$ cat config.mk
export PLATFORM = sky130hd
export DESIGN_NAME = conv_sequencer
export DESIGN_NICKNAME = d
export VERILOG_FILES = /design/src/rtl/conv_sequencer.sv
export SDC_FILE = /design/constraint.sdc
export NUM_CORES = 1
export LEC_CHECK = 0
export BUFFER_PORTS_ARGS = -buffer_cell sky130_fd_sc_hd__buf_4
export CORE_UTILIZATION = 25
export CTS_BUF_LIST = sky130_fd_sc_hd__clkbuf_4 sky130_fd_sc_hd__clkbuf_8 sky130_fd_sc_hd__clkbuf_16
export DETAILED_ROUTE_END_ITERATION = 12
export PLACE_DENSITY = 0.52
export SETUP_SLACK_MARGIN = 0.3
export SYNTH_ARGS = -nofsm -noshare
export SYNTH_HDL_FRONTEND = slang
export SYNTH_SLANG_ARGS = --single-unit
$ cat constraint.sdc
create_clock -name clock -period 2.9 [get_ports clock]
set_input_delay 0.58 -clock clock [delete_from_list [all_inputs] [get_ports clock]]
set_output_delay 0.58 -clock clock [all_outputs]
set_load 0.01 [all_outputs]
$ cat src/rtl/conv_sequencer.sv
`default_nettype none
// ============================================================================
// Module      : conv_sequencer
// Description : Walks a kernel_size x kernel_size window across a
//               data_width x data_height feature map in row-major order.
//               Each window position is offered to the linebuffer with a
//               valid/ready handshake. The sequencer then waits for the PE
//               to report a result and emits a write strobe for that
//               result's output slot.
//
// Ports       : clock      - sole clock, rising edge
//               reset      - asynchronous, active-low
//               start      - one-cycle pass request (honoured only in IDLE)
//               abort      - pass abort (only when CONV_SEQ_ABORT_EN defined)
//               win_valid  - window position valid for the linebuffer
//               win_ready  - linebuffer accepts the window position
//               win_row    - top row of the current window
//               win_col    - left column of the current window
//               pe_done    - PE result ready for the accepted window
//               res_wr     - one-cycle result write strobe
//               res_idx    - row-major output slot index
//               busy       - pass in progress
//               done       - one-cycle end-of-pass pulse
//               proto_err  - sticky: pe_done seen outside WAIT
//
// Options     : CONV_SEQ_ABORT_EN - adds the abort input
// Revision    : 1.0 - initial release
// ============================================================================
module conv_sequencer #(
  parameter int kernel_size = 2,
  parameter int data_width  = 4,
  parameter int data_height = 4,
  localparam int OW = data_width - kernel_size + 1,
  localparam int OH = data_height - kernel_size + 1,
  localparam int N  = OW * OH,
  localparam int CW = ($clog2(N) > 1) ? $clog2(N) : 1,
  localparam int RW = ($clog2(OH) > 1) ? $clog2(OH) : 1,
  localparam int XW = ($clog2(OW) > 1) ? $clog2(OW) : 1
) (
  input  logic          clock,
  input  logic          reset,
  input  logic          start,
`ifdef CONV_SEQ_ABORT_EN
  input  logic          abort,
`endif
  output logic          win_valid,
  input  logic          win_ready,
  output logic [RW-1:0] win_row,
  output logic [XW-1:0] win_col,
  input  logic          pe_done,
  output logic          res_wr,
  output logic [CW-1:0] res_idx,
  output logic          busy,
  output logic          done,
  output logic          proto_err
);

  localparam logic [CW-1:0] c_LAST_IDX = CW'(N - 1);
  localparam logic [XW-1:0] c_LAST_COL = XW'(OW - 1);

  typedef enum logic [1:0] {
    S_IDLE  = 2'd0,
    S_ISSUE = 2'd1,
    S_WAIT  = 2'd2,
    S_DONE  = 2'd3
  } state_t;

  state_t        r_state;
  logic [RW-1:0] r_row;
  logic [XW-1:0] r_col;
  logic [CW-1:0] r_count;
  logic [CW-1:0] r_res_idx;
  logic          r_win_valid;
  logic          r_busy;
  logic          r_res_wr;
  logic          r_done;
  logic          r_proto_err;
  logic          w_abort;

`ifdef CONV_SEQ_ABORT_EN
  assign w_abort = abort;
`else
  assign w_abort = 1'b0;
`endif

  always_ff @(posedge clock or negedge reset) begin
    if (!reset) begin
      r_state     <= S_IDLE;
      r_row       <= '0;
      r_col       <= '0;
      r_count     <= '0;
      r_res_idx   <= '0;
      r_win_valid <= 1'b0;
      r_busy      <= 1'b0;
      r_res_wr    <= 1'b0;
      r_done      <= 1'b0;
      r_proto_err <= 1'b0;
    end else begin
      r_res_wr <= 1'b0;
      r_done   <= 1'b0;

      // A PE completion outside WAIT has no window to belong to.
      if (pe_done && (r_state != S_WAIT)) begin
        r_proto_err <= 1'b1;
      end

      case (r_state)
        S_IDLE: begin
          if (start) begin
            r_row       <= '0;
            r_col       <= '0;
            r_count     <= '0;
            r_win_valid <= 1'b1;
            r_busy      <= 1'b1;
            r_state     <= S_ISSUE;
            // Accepted start clears the flag unless a stray pe_done
            // arrives in this very cycle.
            r_proto_err <= pe_done;
          end
        end

        S_ISSUE: begin
          if (w_abort) begin
            r_row       <= '0;
            r_col       <= '0;
            r_count     <= '0;
            r_win_valid <= 1'b0;
            r_busy      <= 1'b0;
            r_state     <= S_IDLE;
          end else if (win_ready) begin
            r_win_valid <= 1'b0;
            r_state     <= S_WAIT;
          end
        end

        S_WAIT: begin
          if (w_abort) begin
            r_row   <= '0;
            r_col   <= '0;
            r_count <= '0;
            r_busy  <= 1'b0;
            r_state <= S_IDLE;
          end else if (pe_done) begin
            r_res_wr  <= 1'b1;
            r_res_idx <= r_count;
            if (r_count == c_LAST_IDX) begin
              r_done  <= 1'b1;
              r_state <= S_DONE;
            end else begin
              r_count <= r_count + CW'(1);
              if (r_col == c_LAST_COL) begin
                r_col <= '0;
                r_row <= r_row + RW'(1);
              end else begin
                r_col <= r_col + XW'(1);
              end
              // Next window is offered in the same cycle as this write.
              r_win_valid <= 1'b1;
              r_state     <= S_ISSUE;
            end
          end
        end

        S_DONE: begin
          r_busy  <= 1'b0;
          r_state <= S_IDLE;
        end

        default: begin
          r_win_valid <= 1'b0;
          r_busy      <= 1'b0;
          r_state     <= S_IDLE;
        end
      endcase
    end
  end

  assign win_valid = r_win_valid;
  assign win_row   = r_row;
  assign win_col   = r_col;
  assign res_wr    = r_res_wr;
  assign res_idx   = r_res_idx;
  assign busy      = r_busy;
  assign done      = r_done;
  assign proto_err = r_proto_err;

endmodule
`default_nettype wire
* Word level (Yosys, flattened, before mapping)
Cells that the tools add are included.
Storage, ports and cells: register bits after elaboration 19, input port bits 5, output and inout bits 13, logic and storage cells 68
Operators by class: $add $sub $neg 3, equality and inequality tests 11, muxes and demuxes 32, bitwise operators 1, reductions and logical operators 11
Operators with widths (count):
- $mux W2 | 11
- $mux W1 | 12
- $mux W4 | 3
- $ne A2 B2 Y1 const B | 6
- $reduce_and A5 Y1 | 2
- $pmux W2 S2 | 2
- $pmux W2 S4 | 1
- $pmux W4 S2 | 1
- $eq A2 B2 Y1 const B | 3
- $add A2 B1 Y2 const B | 2
- $add A4 B1 Y4 const B | 1
- $eq A4 B4 Y1 const B | 1
- $reduce_and A2 Y1 | 2
- $reduce_and A4 Y1 | 1
- $pmux W1 S3 | 1
- $reduce_and A3 Y1 | 1
- $reduce_bool A3 Y1 | 1
- $eq A2 B1 Y1 const B | 1
- $logic_not A2 Y1 | 1
- $pmux W1 S2 | 1
- $reduce_bool A2 Y1 | 1
- $reduce_or A2 Y1 | 1
- $logic_and A1 B1 Y1 | 1
- $not A1 Y1 | 1

* Logic depth before layout (Yosys ltp)
Gate-level depths: netlist (run 1).
word-level depth 5, gate-level depth with buffers 7, gate-level depth less buffers 6

* Worst setup path before layout (run 1)
OpenSTA, ideal clock, no wires.
path kind reg-to-reg, start point reg r_state[0], end point reg r_row[1], in the netlist win_row[1], setup time 0.069 ns, arrival 1.880 ns, required time 2.831 ns, setup slack 0.951 ns, cell stages (with the launch flop) 7, path through dfrtp_1 inv_1 ha_1 and4b_4 or3_4 or4b_1 nand3_1
Between the ends: word-level cells in the longest chain between the ends 3
RTL lines:
- start: declaration | line 68 | state_t r_state;
- start signal: assignment | line 88 | r_state <= S_IDLE;
- start signal: assignment | line 115 | r_state <= S_ISSUE;
- start signal: assignment | line 129 | r_state <= S_IDLE;
- $eq A2 B2 Y1 or $logic_not A2 Y1 (tied branches) | line 107 | case (r_state)
- $ne A2 B2 Y1 (no source line) or $reduce_bool A2 Y1 (tied branches)
- $reduce_and A5 Y1 (no source line)
- end signal: assignment | line 153 | r_row <= r_row + RW'(1);
- end: declaration | line 69 | logic [RW-1:0] r_row;
Parallel ways exist; a longest one is shown, timed or not. A chain may end at the register's enable or synchronous reset.

* Final worst setup path (run 1)
Ends and elaborated chain as after synthesis.

==> results of run 1 <==
## power groups by stage
stage               clock (mW)  sequential, mW  combinational, mW
global route             0.207           0.447              0.505
detailed placement           0           0.435              0.445
global placement             0           0.428              0.442
floorplan                    0           0.445              0.265
CTS                      0.199           0.430              0.449
finish                   0.191           0.428              0.440
## worst reg2reg max path, delay by kind of cell, from the launching register on
kind,cells,cell delay (ps)
buffers and inverters,1,120
and+or+nand+nor,4,1380
adders and majority gates,1,370
DFF,1,400
## sequential cells by signal, indices dropped and copies added (netlist names)
signal / cells
win_row: 2
win_valid: 1
r_count: 4
r_state: 2
proto_err: 1
res_wr: 1
busy: 1
res_idx: 4
done: 1
win_col: 2
## worst min-delay path by stage
stage,end,slack (ps),cells past startpoint
final,win_valid,180,1
after global routing,win_valid,190,1
after CTS,done,180,1
after detailed placement,done,470,1
after global placement,done,470,1
after floorplan,busy,280,0
## through the flow
step | util | total power, mW | hold slack [ps] | instance area [um^2] | cells
2_1_floorplan | - | 0.710 | 284 | 956 | 92
3_3_place_gp | 0.310 | 0.870 | 466 | 1130 | 155
3_5_place_dp | 0.310 | 0.880 | 466 | 1130 | 155
4_1_cts | 0.323 | 1.08 | 182 | 1180 | 159
5_1_grt | 0.323 | 1.16 | 190 | 1180 | 159
6_report | 0.323 | 1.06 | 180 | 1180 | 159
## cells in the mapped netlist (all sizes together)
library cell | number | share of area
a21oi | 1 | 0.0052
a221o | 1 | 0.010
a22o | 3 | 0.027
a22oi | 1 | 0.0079
and2 | 1 | 0.0065
and3 | 1 | 0.0065
and4b | 1 | 0.014
buf | 1 | 0.0052
clkbuf | 1 | 0.0039
dfrtp | 19 | 0.50
ha | 8 | 0.10
inv | 6 | 0.024
mux2 | 2 | 0.024
mux2i | 1 | 0.010
nand2 | 13 | 0.051
nand2b | 1 | 0.0065
nand3 | 4 | 0.021
nand3b | 1 | 0.0079
nor2 | 5 | 0.020
nor2b | 3 | 0.020
nor3 | 1 | 0.0052
nor3b | 1 | 0.0079
o21ai | 8 | 0.042
o311ai | 1 | 0.0092
o31ai | 2 | 0.016
o41ai | 1 | 0.0092
or3 | 2 | 0.018
or3b | 1 | 0.0092
or4b | 1 | 0.010
## cells by family after synthesis
kind of cell,count (synthesis),share of synthesized area
simple gates,36,0.204
buf+inv,8,0.0327
compound gates,18,0.127
fa+ha+maj,8,0.105
flops,19,0.497
mux,3,0.0340
## final cells by class
type,count,area (um^2)
fill,386,2480
sequential,19,475
multi-input combinational,65,449
timing repair buffer,17,128
tap,48,60.1
clock buffer,4,48.8
inverter,6,22.5
## layer usage
layer / routed length (um) / track usage / part of all wire / vias up
met2: 764 / 0.161 / 0.43 / 20
li1: - / - / - / 359
met1: 861 / 0.124 / 0.48 / 357
met3: 84 / 0.0161 / 0.047 / 5
met5: 0 / 0 / 0 / -
met4: 65 / 0.0852 / 0.037 / 0
==> run metrics, run 1 <==
actual slew at the worst max-slew pin=431 ps; VDD IR max=around 280 uV; setup TNS=0 ps; clock group share of total power=0.180; drt total wl=around 1.8 mm; clock latency on the worst-skew pair=around 260 ps; leakage=around 0.56 nW; Worst-path clk slew=approximately 70 ps; Worst Setup EP=win_row[1]; Layout area overhead=23.8%; CP delay by family, top=simple AND/OR/NAND/NOR gates; CP Buf/Inv Count=1; Worst R2R End=win_row[1]; grt total ovfl=0; ant diodes=0; Clock Skews=approximately 5.8 ps; Via Count=roughly 740; Std-Cell Rows=22; DIE WIDTH=63.8 um; Final Hold Fails=0; fin. max-slew vios=0; sequential element share of the synthesized area=0.497; endpoint class of the critical path=flop; first-pass GRT wire length=between 3 and 4 mm; type of the worst setup path=reg2reg; largest net degree at the start of global routing=20; Max clock buf depth=2; Psw=between 300 and 400 uW; clock root cell=clkbuf_8; layout cells sized above 1=0.225; CP Launch Point=r_state[0]; Final GP Congestion=0.737; dpl ws=roughly 580 ps; fin worst setup slack=approximately 560 ps; vias in the first global route=around 700; Final ANT Viol Nets=0; crit-path max FO=14; status=completed; RSZ-0062 raised after global routing=no; Detail Placement HPWL=1.34 mm; total CTS buffers=3; commonest non-fill, non-tap cell in the layout=dfrtp_1; Core ar.=around 3700 um^2; Cell Pwr Density=894 nW/um^2; cell count after synthesis=between 90 and 100; FF-to-FF setup slack=about 560 ps; DR iter-0 viols=15; fin crit share=0.808; crit-path cells=inv_1, ha_1, and4b_4, or3_4, or4b_1, nand3_1; Syn Nets=approximately 110; number of gates resized after cts=0; setup bufs post-CTS=0; I/O Pins=18; CP arrival=about 2500 ps; GRT Util Overall=0.103; Mapped Area=around 960 um^2; Syn Area/Cell=10.4 um^2; average wire per standard cell=11.2 um; Period minus WS final=2340 ps; WP data required=roughly 3100 ps; hold buffer count at CTS=0; Final nets=around 130; Seq cells post-synth=19; Die Ht=about 64 um; initial antenna violation count=0; final setup fails=0; # port buffers=17; Max Freq=about 0.43 GHz; DR DRC count=0; Reg2Reg Depth=6; CTS tree=built; H-Tree Depth=1; vias per inst=approximately 4.7; die area=between 4000 and 5000 um^2; switch share=0.374; Yosys warnings=0; Flop pwr share=0.404; slowest stage delay, CP=~520 ps; Worst slew margin=0.713; Levels on crit path=6; Starting Density=0.261; post-synthesis cell type count=30; Clock Sinks=19; max_cap viols=0; most frequent cells in the layout=dfrtp_1, buf_4, nand2_1, o21ai_0, ha_1; R2R Path Start=r_state[0]; HP Class=in2async; Logic pwr share=0.416; Int Power=around 660 uW; Worst setup SP type=flop; critical path's slowest cell=or4b_1; 1st-pass router iterations=4
(Power assumes the default switching activity.)
==> inputs of run 2 (changes only) <==
==> constraint.sdc (replaced) <==
create_clock -name clock -period 2.19 [get_ports clock]
set_input_delay 0.438 -clock clock [delete_from_list [all_inputs] [get_ports clock]]
set_output_delay 0.438 -clock clock [all_outputs]
set_load 0.01 [all_outputs]
==> run 2 against run 1 <==
Flip-flop and latch count did not move; power up 59%; count of clock-buffer cells in the layout did not move; worst hold slack got worse by 140 ps; sequential power increased by 32%; utilization rose by 4.5 points; wire length up 17%; setup slack got worse by 230 ps; non-clock buffer count increased by 15; critical path type unchanged.
==> run metrics, run 2 (synthesis results as in run 1) <==
status=completed; Placed Area=1150 um^2; final setup fails=0; Final Power=about 1.7 mW; Final ANT Viol Nets=0; fin worst setup slack=331 ps; GRT Util Overall=0.109; VDD IR max=approximately 390 uV; crit-path max FO=5; most frequent cells in the layout=buf_4, dfrtp_1, nand2_1, o21ai_0; commonest non-fill, non-tap cell in the layout=buf_4; I/O Pins=18; endpoint class of the critical path=flop; Die Ht=63.8 um; Layout area overhead=41.0%; hold buffer count at CTS=0; grt total ovfl=0; largest net degree at the start of global routing=20; 1st-pass router iterations=4; DR iter-0 viols=9; Final nets=140; Cell Pwr Density=~1300 nW/um^2; Std-Cell Rows=22; initial antenna violation count=0; Clock Sinks=19; final cell count without fillers=~170; leakage=about 0.64 nW; actual slew at the worst max-slew pin=between 200 and 300 ps; Clock Skews=1.86 ps; layout cells sized above 1=0.405; drt total wl=2.08 mm; clock latency on the worst-skew pair=around 260 ps; ant diodes=0; average wire per standard cell=~12 um; CTS tree=built; Reg2Reg Depth=6; Worst-path clk slew=about 70 ps; Final GP Congestion=0.807; fin crit share=0.849; Period minus WS final=about 1900 ps; max_cap viols=0; type of the worst setup path=reg2reg; Max clock buf depth=2; placed cell count=roughly 160; HP Class=in2async; Worst slew margin=0.798; Max Freq=~0.54 GHz; Fill cells=between 300 and 400; first-pass GRT wire length=3.31 mm; die area=~4000 um^2; final core utilization=0.368; dpl ws=approximately 120 ps; setup TNS=0 ps; Core ar.=around 3700 um^2; total CTS buffers=3; Starting Density=0.261; Worst setup SP type=flop; WHS=a little over 40 ps; DIE WIDTH=approximately 64 um; DR DRC count=0; fin. max-slew vios=0; RSZ-0062 raised after global routing=yes; vias in the first global route=roughly 770; Final Hold Fails=0; Finished Cell Area=between 1000 and 1500 um^2; # port buffers=17; WP data required=2390 ps; Via Count=797; Detail Placement HPWL=roughly 1.3 mm; H-Tree Depth=1; vias per inst=roughly 4.6; CP arrival=between 2000 and 2500 ps; clock root cell=clkbuf_8
[run 2: per-layer routing]
layer	up-vias	part of all wire	wire [um]	global-route usage
li1	396	-	-	-
met5	-	0	0	0
met4	0	0.033	69	0.0909
met3	5	0.032	66	0.0161
met2	20	0.47	974	0.169
met1	376	0.47	967	0.133
[run 2: repair_timing]
action | 4_1_cts | 5_1_grt
setup buffers | 9 | 4
pin swaps | 3 | 4
resized for setup | 4 | 11
endpoints found under the setup margin | 6 | 7
[run 2: worst paths after layout]
check,startpoint,endpoint,slack [ps]
setup / recovery,r_state[0],win_row[1],330
hold reg to reg,res_idx[0],res_idx[0],490
hold / removal,reset,r_count[2],40
min in group clock,pe_done,proto_err,440
max in group asynchronous,reset,r_state[1],1940
setup reg to reg,r_state[0],win_row[1],330
[run 2: where the power goes]
part	internal, mW	total [mW]	switching, mW	leakage [nW]
Clock	0.142	0.254	0.113	0.0262
Sequential	0.467	0.564	0.0973	0.247
Combinational	0.453	0.866	0.412	0.366
Total	1.06	1.68	0.622	0.639
[run 2: critical path, cell delays in order, from the launching register on]
cell	delay (ps)
dfrtp_1	390
inv_4	80
ha_4	170
and4b_4	190
or3_4	400
or4b_1	480
nand3_1	90
[run 2: layout make-up]
type | count | area [um^2] | area share
repair buffers | 32 | 240 | 0.178
well taps | 48 | 60.1 | 0.0446
flip-flops and latches | 19 | 477 | 0.354
clock buffers | 4 | 48.8 | 0.0362
inverters | 6 | 25.0 | 0.0186
multi-input cells | 65 | 497 | 0.369
==> inputs of run 3 (changes only) <==
--- a/config.mk
+++ b/config.mk
@@ -5,6 +5,7 @@
 export SDC_FILE = /design/constraint.sdc
 export NUM_CORES = 1
 export LEC_CHECK = 0
+export ABC_AREA = 1
 export BUFFER_PORTS_ARGS = -buffer_cell sky130_fd_sc_hd__buf_4
 export CORE_UTILIZATION = 25
 export CTS_BUF_LIST = sky130_fd_sc_hd__clkbuf_4 sky130_fd_sc_hd__clkbuf_8 sky130_fd_sc_hd__clkbuf_16
==> constraint.sdc (replaced) <==
create_clock -name clock -period 1.88 [get_ports clock]
set_input_delay 0.376 -clock clock [delete_from_list [all_inputs] [get_ports clock]]
set_output_delay 0.376 -clock clock [all_outputs]
set_load 0.01 [all_outputs]
==> run 3 against run 2 <==
Count of clock-buffer cells in the layout is 1 lower; worst hold slack improved by 370 ps; clock power up 15%; critical path depth increased by 1; area after synthesis rose by 9.4%; combinational power fell by 2%.
==> run metrics, run 3 <==
status=completed; H-Tree Depth=1; Std-Cell Rows=23; HP Class=in2reg; die area=approximately 4400 um^2; layout cells sized above 1=0.271; Syn Area/Cell=about 8.5 um^2; Seq cells post-synth=19; clock latency on the worst-skew pair=between 200 and 300 ps; DIE WIDTH=around 67 um; Final ANT Viol Nets=0; register area=~480 um^2; vias per inst=about 4.3; largest net degree at the start of global routing=20; most frequent cells in the layout=nand2_1, dfrtp_1, buf_4, inv_1, nor2_1; setup bufs post-CTS=0; Syn Nets=136; Synth async-reset ratio=1.00; post-synthesis cell type count=20; total CTS buffers=3; Via Count=between 800 and 900; final setup fails=0; Die Ht=approximately 67 um; average wire per standard cell=roughly 10 um; crit-path cells=inv_1, ha_1, inv_2, o21ai_2, nor2_8, nand2_1, o21ai_1; endpoint class of the critical path=flop; CP arrival=roughly 1600 ps; Max clock buf depth=2; VDD IR max=881 uV; Period minus WS final=roughly 1500 ps; post-synth top area cell=dfrtp_1; crit-path max FO=8; ant diodes=0; grt total ovfl=0; first-pass GRT wire length=3.66 mm; final cell count without fillers=194; Multi-input gate area=around 520 um^2; Cell Pwr Density=around 1300 nW/um^2; critical path's slowest cell=dfrtp_2; cell count after synthesis=around 120; # port buffers=17; sequential element share of the synthesized area=0.455; Clock Sinks=19; commonest non-fill, non-tap cell in the layout=nand2_1; vias in the first global route=just under 900; CP Buf/Inv Count=2; DR iter-0 viols=33; Detail Placement HPWL=1.56 mm; slowest stage delay, CP=approximately 460 ps; GRT Util Overall=0.111; clock root cell=clkbuf_8; CTS tree=built; leakage=between 0.6 and 0.7 nW; fin. max-slew vios=0; actual slew at the worst max-slew pin=285 ps; max_cap viols=0; Worst setup SP type=flop; Post-synth EDFFs=0; WP data required=slightly above 2000 ps; placed cell count=between 150 and 200; Yosys warnings=0; setup TNS=0 ps; Synth top area share=0.455; fin crit share=0.792; 1st-pass router iterations=4; ys flop type=dfrtp_1; Final GP Congestion=between 0.8 and 0.9; Max Freq=approximately 0.67 GHz; Commonest cells post-synth=nand2_1, dfrtp_1, inv_1, nor2_1, ha_1; Core ar.=4000 um^2; Worst-path clk slew=roughly 70 ps; Final Hold Fails=0; count leader, synth=nand2_1; RSZ-0062 raised after global routing=no; I/O Pins=18; Mapped Area=about 1000 um^2; synth top area cells=dfrtp_1, nand2_1, ha_1; Clock Skews=about 5.3 ps; CP delay by family, top=flip-flops; type of the worst setup path=reg2reg; Layout area overhead=24.8%; initial antenna violation count=0; Final nets=between 150 and 200; Worst slew margin=0.810; Fill cells=about 430; Starting Density=0.261; DR DRC count=0; drt total wl=a little over 2 mm
==> run 3: changes by cell type after synthesis, sizes merged, moves of 2 or more <==
| cell | change |
|---|---|
| a22o | -3 |
| inv | +11 |
| mux2 | -2 |
| nand2 | +24 |
| nand4 | +3 |
| nor2 | +11 |
| nor2b | -3 |
| o21ai | +3 |
| o31ai | -2 |
| or3 | -2 |
| xor2 | +2 |
==> run 3: through the flow <==
stage / power (mW) / area, um^2 / hold WS [ps] / util / worst slack, ps
2_1_floorplan: 1.20 / 1050 / 80.4 / - / 514
3_3_place_gp: 1.42 / 1220 / 264 / 0.306 / 331
3_5_place_dp: 1.43 / 1220 / 269 / 0.306 / 269
4_1_cts: 1.73 / 1280 / 414 / 0.321 / 352
5_1_grt: 1.92 / 1310 / 425 / 0.326 / 291
6_report: 1.75 / 1310 / 410 / 0.326 / 391
==> run 3: worst paths after layout <==
path | start | slack, ps | endpoint | cells after the start
setup / recovery | r_state[1] | 390 | win_col[0] | 7
hold / removal | pe_done | 410 | done | 3
setup reg to reg | r_state[1] | 390 | win_col[0] | 7
hold reg to reg | win_valid | 480 | win_valid | 2
max in group asynchronous | reset | 1130 | r_state[1] | 2
min in group asynchronous | reset | 520 | res_wr | 2
==> run 3: power breakdown <==
part	total, mW	leakage, nW	switching, mW	internal, mW
Combinational	0.851	0.399	0.506	0.344
Clock	0.292	0.0255	0.145	0.148
Sequential	0.605	0.247	0.0916	0.513
Total	1.75	0.672	0.743	1.01
==> run 3: per-layer routing <==
| layer | track usage | vias to the layer above | routed length [um] |
|---|---|---|---|
| met4 | 0.0319 | 0 | 18 |
| met3 | 0.0360 | 4 | 100 |
| met5 | 0 | - | 0 |
| met2 | 0.196 | 19 | 996 |
| met1 | 0.127 | 384 | 902 |
| li1 | - | 424 | - |
==> run 3: what timing repair did <==
action                                 in CTS  in global routing
pin swaps                                   0                  0
hold buffers                                1                  0
endpoints found under the hold margin      19                  0
setup endpoints to repair                   5                 10
resized for setup                           1                  5
==> run 3: cell type report <==
| type | instances | area share |
|---|---|---|
| clock buffer | 3 | 0.0316 |
| clock inverter | 1 | 0.00384 |
| inverter | 17 | 0.0489 |
| multi-input combinational | 86 | 0.397 |
| sequential | 19 | 0.365 |
| tap | 50 | 0.0479 |
| timing repair buffer | 18 | 0.105 |
==> run 3: logic make-up after synthesis <==
logic type	synth area share
xor+xnor	0.0251
compound gates	0.0718
buf+inv	0.0718
flops	0.455
simple gates	0.281
fa+ha+maj	0.0957
==> run 3: tightest hold or removal path, cell delays in order <==
cell and delay, ps:
buf_4 90, inv_1 60, nor2_1 100
